$ cat config.mk
export PLATFORM = sky130hd
export DESIGN_NAME = mem_arbiter
export DESIGN_NICKNAME = d
export VERILOG_FILES = /design/src/rtl/mem_arbiter.sv
export SDC_FILE = /design/constraint.sdc
export NUM_CORES = 1
export LEC_CHECK = 0
export BUFFER_PORTS_ARGS = -buffer_cell sky130_fd_sc_hd__buf_2
export CORE_AREA = 2 2 117 119
export DETAILED_ROUTE_END_ITERATION = 7
export DIE_AREA = 0 0 119 121
export PLACE_DENSITY = 0.78
export SYNTH_ARGS = -nofsm -noshare
export SYNTH_HDL_FRONTEND = slang
export SYNTH_SLANG_ARGS = --single-unit
$ cat constraint.sdc
create_clock -name clk -period 4.5 [get_ports clk]
set_input_delay 0.45 -clock clk [delete_from_list [all_inputs] [get_ports clk]]
set_output_delay 0.45 -clock clk [all_outputs]
set_load 0.01 [all_outputs]
$ cat src/rtl/mem_arbiter.sv
// Round-robin arbiter and sequencer sharing the unified instruction/data memory
// between the CPU port and the DMA/boot-loader port; one transaction per LATENCY+3 cycles.
module mem_arbiter #(
  parameter int ADDR_W  = 32,
  parameter int DATA_W  = 32,
  parameter int LATENCY = 1
) (
  input  logic              clk,
  input  logic              reset,
  input  logic              cpu_req,
  input  logic              cpu_we,
  input  logic [ADDR_W-1:0] cpu_addr,
  input  logic [DATA_W-1:0] cpu_wdata,
  output logic              cpu_ack,
  output logic [DATA_W-1:0] cpu_rdata,
  input  logic              dma_req,
  input  logic              dma_we,
  input  logic [ADDR_W-1:0] dma_addr,
  input  logic [DATA_W-1:0] dma_wdata,
  output logic              dma_ack,
  output logic [DATA_W-1:0] dma_rdata,
  output logic              mem_en,
  output logic              mem_we,
  output logic [ADDR_W-1:0] mem_addr,
  output logic [DATA_W-1:0] mem_wdata,
  input  logic [DATA_W-1:0] mem_rdata,
  output logic              busy,
  output logic              grant
);

  localparam int CNT_W = $clog2(LATENCY + 1);

  typedef enum logic [1:0] {IDLE, ISSUE, WAIT, DONE} state_t;

  state_t           state;
  logic [CNT_W-1:0] cnt;
  logic             last_dma;
  logic             pick_dma;

  // last_dma resets to DMA so the CPU wins the first tie, while grant itself resets to 0.
  assign pick_dma = dma_req && (!cpu_req || !last_dma);
  assign busy     = (state != IDLE);

  // NOTE: every register below is updated with <= so all of them see pre-edge values.
  always_ff @(posedge clk or posedge reset) begin
    if (reset) begin
      state     <= IDLE;
      cnt       <= '0;
      last_dma  <= 1'b1;
      grant     <= 1'b0;
      mem_en    <= 1'b0;
      mem_we    <= 1'b0;
      mem_addr  <= '0;
      mem_wdata <= '0;
      cpu_ack   <= 1'b0;
      dma_ack   <= 1'b0;
      cpu_rdata <= '0;
      dma_rdata <= '0;
    end else begin
      case (state)
        IDLE: begin
          if (cpu_req || dma_req) begin
            grant     <= pick_dma;
            last_dma  <= pick_dma;
            mem_we    <= pick_dma ? dma_we    : cpu_we;
            mem_addr  <= pick_dma ? dma_addr  : cpu_addr;
            mem_wdata <= pick_dma ? dma_wdata : cpu_wdata;
            mem_en    <= 1'b1;
            state     <= ISSUE;
          end
        end
        ISSUE: begin
          mem_en <= 1'b0;
          cnt    <= CNT_W'(LATENCY);
          state  <= WAIT;
        end
        WAIT: begin
          cnt <= cnt - CNT_W'(1);
          // Read data is valid exactly LATENCY cycles after the strobe, i.e. when cnt reaches 1.
          if (cnt == CNT_W'(1)) begin
            if (!mem_we) begin
              if (grant) dma_rdata <= mem_rdata;
              else       cpu_rdata <= mem_rdata;
            end
            if (grant) dma_ack <= 1'b1;
            else       cpu_ack <= 1'b1;
            state <= DONE;
          end
        end
        DONE: begin
          cpu_ack <= 1'b0;
          dma_ack <= 1'b0;
          state   <= IDLE;
        end
        default: state <= IDLE;
      endcase
    end
  end

endmodule

# ---- Yosys cells after proc, flatten, opt, wreduce, memory -nomap -nowiden
# Cells that the tools add are included.
dict set report op_classes {
  reduce_logical 17
  addsub 1
  shift 0
  n_mux 15
  magnitude_cmp 0
  eq_ne 7
  multipliers 0
  n_bitwise 2
  n_div 0
}
# operator n
set op_table {}
lappend op_table {{$mux 32} 2}
lappend op_table {{$ne 2x2->1 const B} 4}
lappend op_table {{$pmux 1 s2} 4}
lappend op_table {{$pmux 2 s4} 1}
lappend op_table {{$reduce_and 4->1} 2}
lappend op_table {{$reduce_bool 2->1} 4}
lappend op_table {{$mux 1} 6}
lappend op_table {{$reduce_and 2->1} 3}
lappend op_table {{$reduce_and 3->1} 2}
lappend op_table {{$eq 2x2->1 const B} 2}
lappend op_table {{$mux 2} 2}
lappend op_table {{$eq 2x1->1 const B} 1}
lappend op_table {{$logic_not 1->1} 2}
lappend op_table {{$logic_not 2->1} 1}
lappend op_table {{$logic_or 1x1->1} 2}
lappend op_table {{$not 1->1} 2}
lappend op_table {{$logic_and 1x1->1} 1}
lappend op_table {{$sub 1x1->1 const B} 1}
dict set report word_totals {
  word_cells 54
  latchBits 0
  romBits 0
  ramBits 0
  reg_bits 137
  memories 0
}

# ---- Longest topological paths before layout
# Gate-level depths: netlist (run 1).
dict set report depth {
  word_depth 4
  ltp_mapped 7
  ltp_nobuf 5
}

# ---- Worst setup path after synthesis (run 1)
# No wires, ideal clock.
dict set report synth_timing {
  path_type {register to register}
  startpoint {reg state[0]}
  endpoint {reg cpu_rdata[13]}
  path_buffers 1
  t_arrival_ns 1.500
  setup_ns 0.125
  required_time_ns 4.375
  stages_incl_launch_ff 7
  setup_slack_ns 2.875
  path_cell_list {dfrtp_1 > inv_1 > ha_1 > nand2_1 > nor3_4 > buf_4 > mux2_2}
}
dict set report synth_between {
  elab_chain_cells 2
}
# element line
set synth_lines {}
lappend synth_lines {{from (decl)} 35} ;# state_t state;
lappend synth_lines {{from (signal assigned)} 47} ;# state <= IDLE;
lappend synth_lines {{from (signal assigned)} 69} ;# state <= ISSUE;
lappend synth_lines {{from (signal assigned)} 75} ;# state <= WAIT;
lappend synth_lines {{$eq 2x2->1} 60} ;# case (state)
lappend synth_lines {{$reduce_and 4->1 (no source line)} -}
lappend synth_lines {{to (signal assigned)} 83} ;# else cpu_rdata <= mem_rdata;
lappend synth_lines {{to (decl)} 15} ;# output logic [DATA_W-1:0] cpu_rdata,
# No other way between the ends.
# A chain may end at the register's enable or synchronous reset.

# ---- Worst setup path in the final report (run 1)
dict set report layout_timing {
  startpoint {reg state[0]}
  endpoint {reg mem_wdata[15]}
}
dict set report layout_between {
  elab_chain_cells 2
}
# element line
set layout_lines {}
lappend layout_lines {{$logic_not 2->1} 60}
lappend layout_lines {{$reduce_and 2->1 (no source line)} -}
lappend layout_lines {{to (signal assigned)} 67} ;# mem_wdata <= pick_dma ? dma_wdata : cpu_wdata;
lappend layout_lines {{to (decl)} 25} ;# output logic [DATA_W-1:0] mem_wdata,
# No other way between the ends.

==> results.md, run 1 <==
- Clk pwr share: 0.259
- EDFF count, synth: 0
- CP max stage cell: o21a_2
- Setup repair bufs after CTS: 0
- Sum Neg Setup Slack: 0 ns
- Max Cap Viol: 0
- Maximum vdd drop: 0.2894 mV
- Post-layout net count: 994
- First-iteration detailed-routing DRC count: 306
- Peak Freq: roughly 0.42 GHz
- Pwr/cell area: around 770 nW/um^2
- Gp weighted congestion: approximately 0.8
- Clock Pin Slew Worst Setup and Hold Paths: approximately 0.06 ns
- Clk Latency, worst-skew pair: ~0.41 ns
- Worst EP required: just under 5 ns
- RSZ-0062 raised after global routing: false
- Layout Cells excl Fill: a little over 1k
- Reg2Reg Depth: 6
- Overflow after GRT: 0
- Top-count cell post-synth: dfrtp_1
- Clock sinks: about 140
- Largest net degree at the start of global routing: 106
- Multi-input logic area: 2147 um^2
- Yosys cell types: 26
- DR vias/cell: 5.052
- P_leak: between 4 and 5 nW
- Fill count: 1098
- Global Route met3 Usage: 0.06861
- Die Ht: 121 um
- Vias in the first global route: roughly 5k
- Status: finished clean
- Die Span X: about 120 um
- Setup crit start kind: flop
- Slew headroom: 0.2021
- Setup violations, final: 0
- Post-Route WL: 16.66 mm
- Hold/Removal Path Class: in -> async
- Hold_ws: about 0.23 ns
- Wire per inst: about 16 um
- First-pass GRT wire length: between 20 and 30 mm
- Ant diodes: 0
- Top cells by count, synth: 136 x dfrtp_1, 131 x a21oi_1, 68 x nand2_1
- Crit end category: flop
- Clock Skews: between 0.005 and 0.006 ns
- Root Driver: clkbuf_16
- Syn_area_per_cell: about 11 um^2
- Synth Instances: 531
- Post-route cell area: between 8000 and 9000 um^2
- Area leader, netlist: dfrtp_1
- CTS tree: built
- Top post-synthesis cells by area: dfrtp_1 59%, mux2_2 12%, a21oi_1 11%
- Met1 Track Usage GR: 0.2769
- Mapped cell area: 5756 um^2
- CP Class: reg -> reg
- Cts hold-fix bufs: 0
- I/O pins: 300
- Vias: approximately 5k
- Final Cycle Share: 0.5330
- Most common flop cell mapped by yosys: dfrtp_1
- CP max stage delay: around 0.90 ns
- Initial Utilization: 0.4399
- Pint: between 0.003 and 0.004 W
- Cell count after placement: approximately 1000
- Residual DRC: 0
- DRT antenna net count: 0
- Met2 usage: 0.4009
- Min Tclk post-route: 2.398 ns
- Row count: 42
- Placed Area: approximately 7400 um^2
- Core region area: 13090 um^2
- Sw Share: 0.3586
- Core Util, Final: 0.6162
- Longest Clk Path Bufs: 2
- Initial antenna violation count: 1
- Synth async-reset ratio: 1.000
- Die area: between 10000 and 15000 um^2
- Yosys reg bits: between 100 and 150
- Worst-path maximum fanout: 53
- Gr usage total: 0.2341
- Synth top area share: 0.5913
- Register area share after synthesis: 0.5959
- Combinational Power Share: 0.386
- Post-CTS Resized: 0
- Tightest Pin Transition: roughly 1.2 ns
- HPWL Detailed: roughly 12 mm
- I/O Buffers: roughly 300
- Seq pwr share: 0.355
- Layout cells sized above 1: 0.4898
- Htree depth: 4
- YS warnings: 0
- Max-slew violation count: 0
- Post-synthesis net count: between 700 and 800
- Reg area: between 3000 and 4000 um^2
- Drt pass-1 iters: 5
- Busiest grt layer: met2
- CTS buffer count: 17
- Final-report hold violation count: 0
- Data arrival time of the worst path: around 2.7 ns
- Sequence of cells on the critical path: inv_1, ha_1, o21a_2, buf_4, nor2_1, a21oi_1
- Layout area overhead: 40.09%
- Switching Power: 0.002231 W
flip-flops by register name, summed over array words and instances, names as in the netlist, 2 cells and up:
name,flops
cpu_rdata,32
dma_rdata,32
mem_addr,32
mem_wdata,32
state,2
stage by stage:
step,total power (W),setup slack (ns)
global route,0.006643,1.860
detailed placement,0.004639,2.060
floorplan,0.003616,0.3838
global placement,0.004558,2.115
finish,0.006223,2.102
CTS,0.006289,2.075
critical path: cells and delay by family, from the launching register on:
family / cells / cell delay, ns
and+or+nand+nor: 1 / 0.06
buffers and inverters: 2 / 0.49
DFF: 1 / 0.40
adders and majority gates: 1 / 0.32
AOI/OAI and AO/OA: 2 / 1.03
worst paths after layout:
path                                 end  slack [ns]           from
setup / recovery           mem_wdata[15]        2.10       state[0]
min in group clk            mem_addr[16]        0.26   cpu_addr[16]
setup reg to reg           mem_wdata[15]        2.10       state[0]
max in group asynchronous  mem_wdata[24]        3.24          reset
hold reg to reg            cpu_rdata[18]        0.49  cpu_rdata[18]
hold / removal             mem_wdata[17]        0.23          reset
power by group through the flow:
| stage | logic (W) | registers [W] | clock network [W] |
|---|---|---|---|
| 4_1_cts | 0.00244 | 0.00221 | 0.00164 |
| 5_1_grt | 0.00265 | 0.00228 | 0.00171 |
| 3_5_place_dp | 0.00242 | 0.00222 | 0 |
| 6_report | 0.00240 | 0.00221 | 0.00161 |
| 2_1_floorplan | 0.00113 | 0.00249 | 0 |
| 3_3_place_gp | 0.00237 | 0.00219 | 0 |
cells in the final DEF (no fill, tap or decap), types with 2 or more instances in the layout:
cell type  instances
dfrtp_1          136
buf_2            299
mux2_1             3
buf_4              7
inv_1              4
inv_6              4
nor2_1            66
clkbuf_16         17
clkinv_4           4
a21oi_1          131
inv_8              2
ha_1               6
o2bb2ai_1          3
mux2_2            63
bufinv_16          6
nand2_1           68
mux2i_1            3
cell type report:
cell class              count  area share
inverters                   6    0.003414
multi-input cells         354      0.2663
clock buffers              17     0.05276
repair buffers            306      0.1921
clock inverters            15     0.03274
flip-flops and latches    137      0.4254
well taps                 176     0.02731
per-layer routing:
layer,vias up,share of wire
li1,2395,-
met1,2441,0.39
met2,238,0.51
met3,32,0.080
met4,2,0.023
met5,-,0.0010
cell families (layout without fill, tap and decap cells):
logic type | Yosys count | after routing | share of synthesized area
multiplexers | 69 | 69 | 0.1343
AO/OA/AOI/OAI | 142 | 142 | 0.1287
AND/OR/NAND/NOR | 137 | 137 | 0.09283
buffers and inverters | 40 | 344 | 0.03522
adder cells (fa/ha/maj) | 6 | 6 | 0.01304
flip-flops | 137 | 137 | 0.5959
No activity file was read; power rests on OpenSTA's default activity.
==> inputs of run 2 (changes only) <==
- clock period: 4.5 -> 2.4 ns (I/O delays scaled with it)
==> results.md, run 2 (same netlist as run 1, synthesis figures left out) <==
- DR vias/cell: 5.002 (-1.0%)
- Endpoint with the worst hold slack: mem_addr[29]
- Layout cells sized above 1: 0.4911 (+0.001240)
- Clock Pin Slew Worst Setup and Hold Paths: 0.06 ns (about the same)
- Pwr/cell area: 1394 nW/um^2 (+81%)
- Clock Skews: 0.006398 ns (+0.0005659 ns)
- Ant diodes: 0 (unchanged)
- Post-Route WL: 16.06 mm (-3.6%)
- CTS buffer count: 17 (unchanged)
- Maximum vdd drop: 0.5540 mV (+91%)
- Initial antenna violation count: 0 (-1)
- Longest Clk Path Bufs: 2 (unchanged)
- First-iteration detailed-routing DRC count: 253 (-17%)
- Final Cycle Share: 0.7389 (+0.2059)
- Residual DRC: 0 (unchanged)
- Setup violations, final: 0 (unchanged)
- Drt pass-1 iters: 5 (unchanged)
- Min Tclk post-route: 1.773 ns (-0.6250 ns)
- Sw Share: 0.3640 (+0.005404)
- Total chip power: 0.01122 W (+80%)
- Data arrival time of the worst path: 2.07 ns (-0.66 ns)
- Buf+Inv Stages, Crit Path: 2 (unchanged)
- Gp weighted congestion: 0.7786 (-0.68%)
- Overflow after GRT: 0 (unchanged)
- Clk pwr share: 0.230 (-0.029)
- Hold Crit Depth: 3
- Sum Neg Setup Slack: 0 ns (unchanged)
- Final-report hold violation count: 0 (unchanged)
- Peak Freq: 0.5639 GHz (+35%)
- Seq pwr share: 0.367 (+0.012)
- Die Ht: 121 um (unchanged)
- Sequence of cells on the critical path: inv_1, ha_1, nand2_1, nor3_4, buf_12, mux2_2
- HPWL Detailed: 11.81 mm (-0.95%)
- Most frequent cells in the layout: 299 x buf_2, 136 x dfrtp_1, 131 x a21oi_1
- Hold/Removal Path Class: in -> reg
- Gr usage total: 0.2255 (-0.008646)
- Row count: 42 (unchanged)
- Worst-path maximum fanout: 32 (-40%)
- Flop-to-flop setup slack: 0.63 ns (-1.47 ns)
- Tightest Pin Transition: 0.8319 ns (-0.3620 ns)
- Hold Path Origin: cpu_addr[29]
- Root Driver: clkbuf_16
- Clk Latency, worst-skew pair: 0.41 ns (about the same)
- Pint: 0.007136 W (+79%)
- Post-CTS Resized: 0 (unchanged)
- I/O pins: 300 (unchanged)
- Worst EP required: 2.70 ns (-2.13 ns)
- Vias: 5077 (-0.61%)
- CP max stage cell: dfrtp_1
- CP max stage delay: 0.40 ns (-0.50 ns)
- Reg2Reg Depth: 6 (unchanged)
- P_leak: 4.011 nW (-0.62%)
- Slew headroom: 0.4433 (+0.2412)
- Die Span X: 119 um (unchanged)
- CP delay by family, top: flip-flops
- Initial Utilization: 0.4399 (unchanged)
- Status: finished clean
- Wire per inst: 15.82 um (-4.0%)
- Clock sinks: 137 (unchanged)
- CTS tree: built
- I/O Buffers: 299 (unchanged)
- CP Class: reg -> reg
- Commonest non-fill, non-tap cell in the layout: buf_2
- Largest net degree at the start of global routing: 95 (-10%)
- Switching Power: 0.004084 W (+83%)
- Combinational Power Share: 0.402 (+0.016)
- Post-layout net count: 998 (+0.40%)
- Max Cap Viol: 0 (unchanged)
- Layout area overhead: 39.87%
- Die area: 14400 um^2 (unchanged)
- DRT antenna net count: 0 (unchanged)
- Vias in the first global route: 5046 (-0.59%)
- RSZ-0062 raised after global routing: false
- Max-slew violation count: 0 (unchanged)
- Core region area: 13090 um^2 (unchanged)
- First-pass GRT wire length: 25.23 mm (-3.8%)
- Crit end category: flop
- Htree depth: 4 (unchanged)
- Critical R2R Capture: cpu_rdata[6]
- R2r startpoint: state[0]
- Setup crit start kind: flop
-- run 2: worst max path at each step --
stage	startpoint	end	slack [ns]	cells past startpoint
detailed placement	state[0]	cpu_rdata[25]	0.64	6
global placement	state[0]	cpu_rdata[2]	0.69	6
global route	state[0]	mem_wdata[26]	0.47	6
finish	state[0]	cpu_rdata[6]	0.63	6
floorplan	reset	cnt	0.45	1
CTS	state[0]	busy	0.63	4
-- run 2: cell type report --
class	instances	area [um^2]
clock buffer	19	452.9
fill	1090	5035
tap	176	220.2
inverter	6	26.28
timing repair buffer	310	1632
multi-input combinational	354	2147
clock inverter	13	142.6
sequential	137	3430
-- run 2: metrics by stage --
step	util	instances	instance area, um^2	setup WS (ns)	hold WS, ns
floorplan	-	531	5759	0.4537	0.3100
CTS	0.6152	1015	8050	0.6284	0.03391
finish	0.6152	1015	8050	0.6267	0.05185
detailed placement	0.5689	982	7445	0.6409	0.4370
global placement	0.5689	982	7445	0.6907	0.4365
global route	0.6152	1015	8050	0.4746	0.04479
-- run 2: repair_timing --
| item | 4_1_cts | 5_1_grt |
|---|---|---|
| setup buffers | 0 | 0 |
| hold buffers | 1 | 0 |
| hold endpoints to repair | 70 | 0 |
-- run 2: routing by layer --
| layer | vias to the layer above | track usage | share of wire |
|---|---|---|---|
| met4 | 0 | 0.1027 | 0.028 |
| met2 | 235 | 0.3725 | 0.48 |
| met3 | 38 | 0.06532 | 0.082 |
| met1 | 2402 | 0.2742 | 0.41 |
| met5 | - | 0 | 0 |
| li1 | 2402 | - | - |
-- run 2: power by group through the flow --
stage / combinational (W) / clock, W / sequential [W]
2_1_floorplan: 0.00211 / 0 / 0.00467
3_3_place_gp: 0.00448 / 0 / 0.00409
3_5_place_dp: 0.00456 / 0 / 0.00415
4_1_cts: 0.00457 / 0.00264 / 0.00412
5_1_grt: 0.00496 / 0.00277 / 0.00426
6_report: 0.00451 / 0.00259 / 0.00412
-- run 2: worst reg2reg max path: cells and delay by family (launching register included) --
kind / cells / cell delay [ns]
adder cells (fa/ha/maj): 1 / 0.22
AND/OR/NAND/NOR: 2 / 0.27
buffers and inverters: 2 / 0.38
multiplexers: 1 / 0.38
flip-flops: 1 / 0.40
